File: src/rtl/ext_unit.sv
// Immediate-extension unit: sign/zero/upper/branch-shift extension feeding a
// registered 2-entry valid/ready output buffer with a wrapping transfer counter.
module ext_unit #(
    parameter int IN_W  = 16,
    parameter int OUT_W = 32,
    parameter int SHIFT = 2,
    parameter int CNT_W = 16
) (
    input  logic             clk,
    input  logic             rst,
    input  logic             in_valid,
    output logic             in_ready,
    input  logic [IN_W-1:0]  in_data,
    input  logic [1:0]       in_mode,
    output logic             out_valid,
    input  logic             out_ready,
    output logic [OUT_W-1:0] out_data,
    output logic [CNT_W-1:0] xfer_cnt
);

    typedef enum logic [1:0] {
        S_EMPTY = 2'd0,
        S_ONE   = 2'd1,
        S_TWO   = 2'd2
    } state_e;

    state_e           state_q, state_d;
    logic [OUT_W-1:0] head_q, head_d;
    logic [OUT_W-1:0] tail_q, tail_d;
    logic [CNT_W-1:0] cnt_q, cnt_d;
    logic [OUT_W-1:0] sext;
    logic [OUT_W-1:0] ext;
    logic             in_xfer;
    logic             out_xfer;

    assign sext = {{(OUT_W-IN_W){in_data[IN_W-1]}}, in_data};

    always_comb begin
        ext = '0;
        case (in_mode)
            2'd0:    ext = sext;
            2'd1:    ext = {{(OUT_W-IN_W){1'b0}}, in_data};
            2'd2:    ext = {in_data, {(OUT_W-IN_W){1'b0}}};
            default: ext = sext << SHIFT;
        endcase
    end

    assign in_xfer  = in_valid && in_ready;
    assign out_xfer = out_valid && out_ready;

    always_ff @(posedge clk) begin
        if (rst) begin
            state_q <= S_EMPTY;
        end else begin
            state_q <= state_d;
        end
    end

    always_comb begin
        state_d = state_q;
        case (state_q)
            S_EMPTY: if (in_xfer) state_d = S_ONE;
            S_ONE: begin
                if (in_xfer && !out_xfer)      state_d = S_TWO;
                else if (!in_xfer && out_xfer) state_d = S_EMPTY;
            end
            S_TWO:   if (out_xfer) state_d = S_ONE;
            default: state_d = S_EMPTY;
        endcase
    end

    // in_ready looks only at the state register (and rst), never at out_ready
    always_comb begin
        in_ready  = !rst && (state_q != S_TWO);
        out_valid = (state_q != S_EMPTY);
        out_data  = head_q;
        xfer_cnt  = cnt_q;
    end

    always_comb begin
        head_d = head_q;
        tail_d = tail_q;
        cnt_d  = cnt_q;
        if (out_xfer) cnt_d = cnt_q + 1'b1;
        case (state_q)
            S_EMPTY: if (in_xfer) head_d = ext;
            S_ONE: begin
                if (in_xfer && out_xfer) head_d = ext;
                else if (in_xfer)        tail_d = ext;
            end
            S_TWO:   if (out_xfer) head_d = tail_q;
            default: ;
        endcase
    end

    always_ff @(posedge clk) begin
        if (rst) begin
            head_q <= '0;
            tail_q <= '0;
            cnt_q  <= '0;
        end else begin
            head_q <= head_d;
            tail_q <= tail_d;
            cnt_q  <= cnt_d;
        end
    end

endmodule

File: config.mk
export PLATFORM = sky130hd
export DESIGN_NAME = ext_unit
export DESIGN_NICKNAME = d
export VERILOG_FILES = /design/src/rtl/ext_unit.sv
export SDC_FILE = /design/constraint.sdc
export NUM_CORES = 1
export LEC_CHECK = 0
export ABC_CLOCK_PERIOD_IN_PS = 3120
export BUFFER_PORTS_ARGS = -buffer_cell sky130_fd_sc_hd__buf_2
export CORE_MARGIN = 2
export CORE_UTILIZATION = 45
export DETAILED_ROUTE_END_ITERATION = 8
export PLACE_DENSITY = 0.67
export SYNTH_ARGS = -nofsm -noshare
export SYNTH_HDL_FRONTEND = slang
export SYNTH_SLANG_ARGS = --single-unit
File: constraint.sdc
create_clock -name clk -period 3.12 [get_ports clk]
set_clock_uncertainty 0.15 [all_clocks]
set_input_delay 0 -clock clk [delete_from_list [all_inputs] [get_ports clk]]
set_output_delay 0 -clock clk [all_outputs]
set_load 0.01 [all_outputs]
; Word level (Yosys, flattened, before mapping)
; Cells that the tools add are included.
[totals]
reg_bits = 82
in_bits = 22
output_inout_bits = 50
elab_cells = 41
[classes]
n_addsub = 1
eq_ne = 9
muxes = 10
n_bitwise = 1
n_reduce_logical = 16
[ops]
columns = op, count
row1 = 32-bit case mux with 3 select lines, 2
row2 = 32-bit two-way mux, 3
row3 = 16-bit by 1-bit adder with 16-bit output (second input constant), 1
row4 = 2-bit two-way mux, 4
row5 = 2-bit != test (second input constant), 4
row6 = 1-bit logical AND, 6
row7 = 2-bit case mux with 3 select lines, 1
row8 = 3-bit AND reduction, 2
row9 = 2-bit by 1-bit == test with 1-bit output (second input constant), 2
row10 = 2-bit == test (second input constant), 2
row11 = 2-bit zero test, 2
row12 = 4-bit AND reduction, 1
row13 = 1-bit zero test, 3
row14 = 3-bit != test (second input constant), 1
row15 = 3-bit nonzero test, 1
row16 = 2-bit nonzero test, 1
row17 = 1-bit NOT, 1

; Longest topological paths before layout
; Gate-level depths: netlist of run 1.
[logic_depth]
ltp_word = 8
ltp_mapped = 14
ltp_nobuf = 9

; Worst setup path after synthesis of run 1
; OpenSTA, ideal clock, no wires.
[synth_path]
kind = register to register
startpoint = register state_q[1]
endpoint = register head_q[27], in the netlist out_data[27]
setup_ns = 0.101
t_arrival_ns = 2.484
t_required_ns = 2.869
slack_ns = 0.385
stages_incl_launch_ff = 15
n_path_buf = 5
period_less_slack_ns = 2.735
cell_sequence = dfxtp_1 buf_6 inv_1 nor2_1 clkbuf_1 nor2_1 and2_1 ha_1 nand2b_1 a22o_1 buf_6 buf_6 clkbuf_1 nand3b_1 o41ai_1
[synth_between]
elab_chain_len = 6
word_cells_on_any_way = 15
classes_between = eq/ne (6) / mux (1) / reduce/logical (8)
[synth_rtl]
columns = element, line_no
row1 = from (decl), 27  ; state_e state_q, state_d;
row2 = from (signal assigned), 55  ; state_q <= state_d;
row3 = 2-bit != test *, 74  ; in_ready = !rst && (state_q != S_TWO);
row4 = 1-bit logical AND *, 74
row5 = named net in_ready, 12  ; output logic in_ready,
row6 = 1-bit logical AND *, 48  ; assign in_xfer = in_valid && in_ready;
row7 = 1-bit logical AND, 88  ; if (in_xfer && out_xfer) head_d = ext;
row8 = 2-bit != test (no line), -
row9 = 4-bit AND reduction (no line) *, -
row10 = to (signal assigned), 98  ; head_q <= '0;
row11 = to (signal assigned), 102  ; head_q <= head_d;
row12 = to (decl), 28  ; logic [OUT_W-1:0] head_q, head_d;
; The timed path passes the listed nets; every way through them passes the cells marked *.
; A chain may end at the register's enable or synchronous reset.

; Worst setup path in the final report of run 1
[layout_path]
startpoint = register state_q[0]
endpoint = register tail_q[31]
[layout_between]
elab_chain_len = 6
word_cells_on_any_way = 9
classes_between = eq/ne (2) / bitwise (1) / reduce/logical (6)
[layout_rtl]
columns = element, line_no
row1 = 2-bit != test, 74
row2 = 1-bit logical AND, 74
row3 = 1-bit logical AND, 48
row4 = 1-bit logical AND, 88
row5 = 1-bit NOT (no line), -
row6 = 3-bit AND reduction (no line) *, -
row7 = to (signal assigned), 103  ; tail_q <= tail_d;
row8 = to (decl), 29  ; logic [OUT_W-1:0] tail_q, tail_d;
; Mark *: on every way between the ends. The rest lies on a longest branch, timed or not.

==> flow_summary.toml, run 1 <==
[outcome]
status = "completed"

[power]
p_clk_share_pct = 35.5
power.total_mw = 2.25
peakVddDrop_v = 0.000310
sequentialPowerShare_pct = 50.2
p_int_mw = 1.64
net-switching-power_mw = 0.606
combPwrFrac_pct = 14.4
power_leakage_nw = 1.82
p_per_area_nw_per_um2 = 494
sw_frac_of_total_pct = 26.9

[die]
die_h_um = 95.5
die_width_um = 95.5
initial_core_util_pct = 46.0
core-area_um2 = 8180
fp-row-count = 33
ios = 72
dieArea_um2 = 9110

[global_routing]
grt_pass1_vias = 3194
antenna_found_initial = 0
gr-total-overflow = 0
grt_max_degree = 67
grt_usage_pct = 21.4
grt_pass1_wl_um = 15300

[cts]
worstSkewPairLatency_ns = 0.35
cts_tree = "built"
clk_path_buf_depth = 2
clock_sinks = 82
clock-root-buffer = "clkbuf_8"
cts_setup_buffers = 0
cts-htree-levels = 3
cts-buffers-inserted = 9
clk_pin_slew_worst_paths_ns = 0.08

[placement]
port_buffers = 71
hpwlAfterDp_um = 6040
place_ws_ns = 0.587
gp_congestion = 0.767

[layout]
seqCellArea_um2 = 1640
postLayoutCoreUtil_pct = 55.7
fillers = 786
fin_nets = 542
antenna_cells = 0
multi_input_area_um2 = 1900
drive_gt1_share_pct = 19.7
area_growth_pct = 21.0

[critical_path]
r2r_end = "tail_q[31]"
cp.arrival_ns = 2.93
r2r_start = "state_q[0]"
r2r_cells = 9
critical_path_class = "reg -> reg"
worstPathRequired_ns = 3.25
start_kind = "flop"
critPathMaxFanout = 47
cp-end-kind = "flop"
r2r_slack_ns = 0.33

[routing]
route.vias.total = 3497
dr.pass1.iters = 4
antenna_left = 0
avgViaCountPerCell = 5.58
routed_wl_um = 9670
wire_per_inst_um = 15.4
first_iter_violations = 231
drc_errors = 0

[sta]
relSlewSlack_pct = 35.0
final_hold_viol_count = 0
report.final.slew_viol_count = 0
post-route-min-period_ns = 2.79
timing.hold.ws_ns = 0.0133
timing.fmax_ghz = 0.358
worst_pin_slew_ns = 0.975
finalCritPeriodShare_pct = 89.5
setup_ws_ns = 0.326
setup_tns_ns = 0
finalSetupViolCount = 0
rsz0062_at_grt = "false"

[yosys]
syn_area_per_cell_um2 = 8.46
ys_dominant_reg_cell = "dfxtp_1"
yosys_register_bits = 82
synth_cells = 445
yosys-top-cells-count = "dfxtp_1 (82), nor2_1 (79), a211oi_1 (45)"
yosys_warnings = 0
yosysTopAreaCellShare_pct = 43.6
synth.most_common_cell = "dfxtp_1"
synth-seq-area-share_pct = 43.6
ys_async_sr_fraction_pct = 0
synth_cell_types = 45
yosysTopAreaCell = "dfxtp_1"
synth_area_leaders = "dfxtp_1 (44%), a211oi_1 (9.0%), nor2_1 (7.9%)"
synth_fp_nets = 470
synth_edf_count = 0
syn-cell-area_um2 = 3760

[hold_path]
hp-class = "in -> reg"
holdPathStages = 3
min_to = "state_q[1]"
hp-start = "rst"

[job]
drv_cap = 0
metrics by stage:
step	area [um^2]	instances
after floorplan	3760	445
after global placement	4140	590
after detailed placement	4140	590
after CTS	4560	627
after global routing	4560	627
final	4560	627
metal layers:
layer / part of all wire, % / vias up / global-route usage, %
met4: 1.3 / 0 / 6.07
met2: 48 / 106 / 35.6
met1: 45 / 1625 / 27.4
met3: 6.5 / 13 / 5.77
li1: - / 1753 / -
met5: 0 / - / 0
sequential cells by signal (all words and copies together) (netlist names):
register,flops
out_data,32
state_q,2
tail_q,32
xfer_cnt,16
worst max-delay path: stages, from the launching register on:
cell and delay (ns):
dfxtp_1 0.57, nor2_1 0.12, nor2_1 0.14, and2_1 0.18, ha_1 0.18, and3_1 0.16, buf_4 0.41, nand3_1 0.11
dlygate4sd3_1 0.57, a21oi_1 0.12
final cells by class:
cell class,count,area share [%]
Multi-Input combinational cell,315,41.7
Sequential cell,82,36.0
Timing Repair Buffer,101,14.2
Clock buffer,12,3.41
Tap cell,105,2.88
Clock inverter,4,1.10
Inverter,8,0.659
cells by family (layout without fill, tap and decap cells):
kind of cell / Yosys count / count (layout) / share of synthesized area, %
AOI/OAI and AO/OA: 125 / 125 / 24.3
muxes: 2 / 2 / 0.565
buffers and inverters: 48 / 125 / 5.88
and+or+nand+nor: 174 / 174 / 22.1
xor gates and xnor gates: 11 / 11 / 2.56
DFF: 82 / 82 / 43.6
adders and majority gates: 3 / 3 / 0.997
placed cells by master (no fill, tap or decap), drive strengths merged, types with 7 or more instances in the layout:
| cell | n |
|---|---|
| nand3 | 8 |
| a211o | 15 |
| buf | 80 |
| nand2 | 27 |
| nor3 | 20 |
| a211oi | 45 |
| o41ai | 14 |
| a21oi | 25 |
| nand3b | 14 |
| a22oi | 15 |
| inv | 7 |
| dfxtp | 82 |
| nor2 | 79 |
| xnor2 | 7 |
| dlygate4sd3 | 21 |
| clkbuf | 12 |
power by group through the flow:
stage	clock (mW)	combinational (mW)	sequential [mW]
final	0.798	0.323	1.13
after global placement	0	0.297	1.15
after CTS	0.815	0.322	1.13
after floorplan	0	0.194	1.16
after detailed placement	0	0.302	1.15
after global routing	0.853	0.358	1.13
worst max-delay path by stage:
stage / from / end / slack [ns] / cells after the start
after detailed placement: state_q[0] / out_data[16] / 0.59 / 9
final: state_q[0] / tail_q[31] / 0.33 / 9
after global routing: state_q[0] / tail_q[31] / 0.17 / 9
after floorplan: state_q[1] / out_data[27] / 0.39 / 14
after global placement: state_q[0] / out_data[13] / 0.69 / 9
after CTS: state_q[0] / tail_q[31] / 0.36 / 9
timing repair:
| action | CTS | global route |
|---|---|---|
| hold buffers | 21 | 0 |
| endpoints found under the hold margin | 43 | 0 |
| gates resized for setup | 0 | 0 |
Power figures use the tool's default switching activity.
==> inputs of run 2 (changes only) <==
Settings changed: MAX_ROUTING_LAYER from default to met4.
==> run 2 against run 1 <==
  * First-iteration DRC count rose by 13%
  * Largest power group unchanged
  * Cell count did not move
  * Non-clock buffer count did not move
  * Sequential share of layout area did not move
  * Maximum frequency rose by 0.20%
  * Highest routed layer unchanged
==> flow_summary.toml, run 2 (same netlist as run 1, synthesis figures left out) <==
[sta]
report.final.slew_viol_count = 0
final_hold_viol_count = 0
rsz0062_at_grt = "false"
post-route-min-period_ns = 2.79
relSlewSlack_pct = 39.3
setup_tns_ns = 0
setup_ws_ns = 0.332
finalSetupViolCount = 0
finalCritPeriodShare_pct = 89.4
worst_pin_slew_ns = 0.910
timing.fmax_ghz = 0.359

[global_routing]
grt_max_degree = 67
gr-total-overflow = 0
antenna_found_initial = 0
grt_usage_pct = 22.1
grt_pass1_vias = 3178
grt_pass1_wl_um = 15300

[placement]
place_ws_ns = 0.587
gp_congestion = 0.777
port_buffers = 71
hpwlAfterDp_um = 6040

[die]
core-area_um2 = 8180
dieArea_um2 = 9110
die_width_um = 95.5
die_h_um = 95.5
ios = 72
fp-row-count = 33
initial_core_util_pct = 46.0

[routing]
dr.pass1.iters = 4
first_iter_violations = 262
route.vias.total = 3516
routed_wl_um = 9560
drc_errors = 0
antenna_left = 0
avgViaCountPerCell = 5.61
wire_per_inst_um = 15.3

[critical_path]
critical_path_class = "reg -> reg"
cp_slowest_cell = "dlygate4sd3_1"
r2r_start = "state_q[0]"
r2r_end = "tail_q[31]"
cp-end-kind = "flop"
crit_start = "state_q[0]"
crit_chain = "nor2_1 -> nor2_1 -> and2_1 -> ha_1 -> and3_1 -> buf_4 -> nand3_1 -> dlygate4sd3_1 -> a21oi_1"
max_stage_delay_ns = 0.57
start_kind = "flop"
critPathMaxFanout = 47
endpoint = "tail_q[31]"
worstPathRequired_ns = 3.25
r2r_slack_ns = 0.33
cp.arrival_ns = 2.92
r2r_cells = 9
crit_top_cell = "nor2_1"

[cts]
cts_tree = "built"
cts-htree-levels = 3
cts-buffers-inserted = 9
cts_setup_buffers = 0
clk_pin_slew_worst_paths_ns = 0.08
clk_path_buf_depth = 2
clock-root-buffer = "clkbuf_8"
clock_sinks = 82
worstSkewPairLatency_ns = 0.35

[hold_path]
hp-class = "in -> reg"

[power]
p_per_area_nw_per_um2 = 493
power_leakage_nw = 1.82
peakVddDrop_v = 0.000312

[layout]
seqCellArea_um2 = 1640
multi_input_area_um2 = 1900
area_growth_pct = 21.0
drive_gt1_share_pct = 19.7
mostFrequentLayoutCell = "dfxtp_1"
fillers = 786
antenna_cells = 0
final_cell_mix = "dfxtp_1 (82), nor2_1 (79), buf_2 (71)"
fin_nets = 542

[outcome]
status = "completed"

[job]
drv_cap = 0
-- run 2: through the flow --
stage                     util, %  std cells  total power [mW]  hold WS [ns]  cell area, um^2
after floorplan                 -        445              1.36      -0.00251             3760
after global placement       50.6        590              1.45         0.151             4140
after detailed placement     50.6        590              1.45         0.159             4140
after CTS                    55.7        627              2.27       0.00952             4560
after global routing         55.7        627              2.35        0.0324             4560
final                        55.7        627              2.25        0.0102             4560
-- run 2: what timing repair did --
item | 4_1_cts | 5_1_grt
gates resized for setup | 0 | 0
endpoints found under the hold margin | 43 | 0
hold buffers | 21 | 0
-- run 2: final cells by class --
cell class,count,area share [%]
Clock buffer,12,3.41
Clock inverter,4,1.10
Inverter,8,0.659
Multi-Input combinational cell,315,41.7
Sequential cell,82,36.0
Tap cell,105,2.88
Timing Repair Buffer,101,14.2
-- run 2: power by group --
| group | switching (mW) | total [mW] | internal (mW) |
|---|---|---|---|
| Combinational | 0.188 | 0.322 | 0.134 |
| Sequential | 0.0316 | 1.13 | 1.10 |
| Clock | 0.383 | 0.795 | 0.413 |
| Total | 0.603 | 2.25 | 1.64 |
-- run 2: worst min path at each step --
stage,start,endpoint,cells past startpoint
after CTS,rst,state_q[0],3
final,rst,state_q[1],3
after floorplan,in_data[15],tail_q[31],2
after global routing,rst,state_q[1],3
after detailed placement,in_data[15],tail_q[31],3
after global placement,in_data[15],tail_q[31],3
-- run 2: critical path: cells and delay by family, from the launching register on --
kind	cells	cell delay, ns
compound gates	1	0.12
fa+ha+maj	1	0.17
flops	1	0.56
buf+inv	2	0.98
simple gates	5	0.70
-- run 2: layer usage --
metal | GRT usage, % | vias up | routed length (um)
met4 | 6.07 | 0 | 116
li1 | - | 1756 | -
met2 | 35.6 | 106 | 4520
met1 | 27.7 | 1642 | 4310
met5 | - | - | 0
met3 | 5.38 | 12 | 624
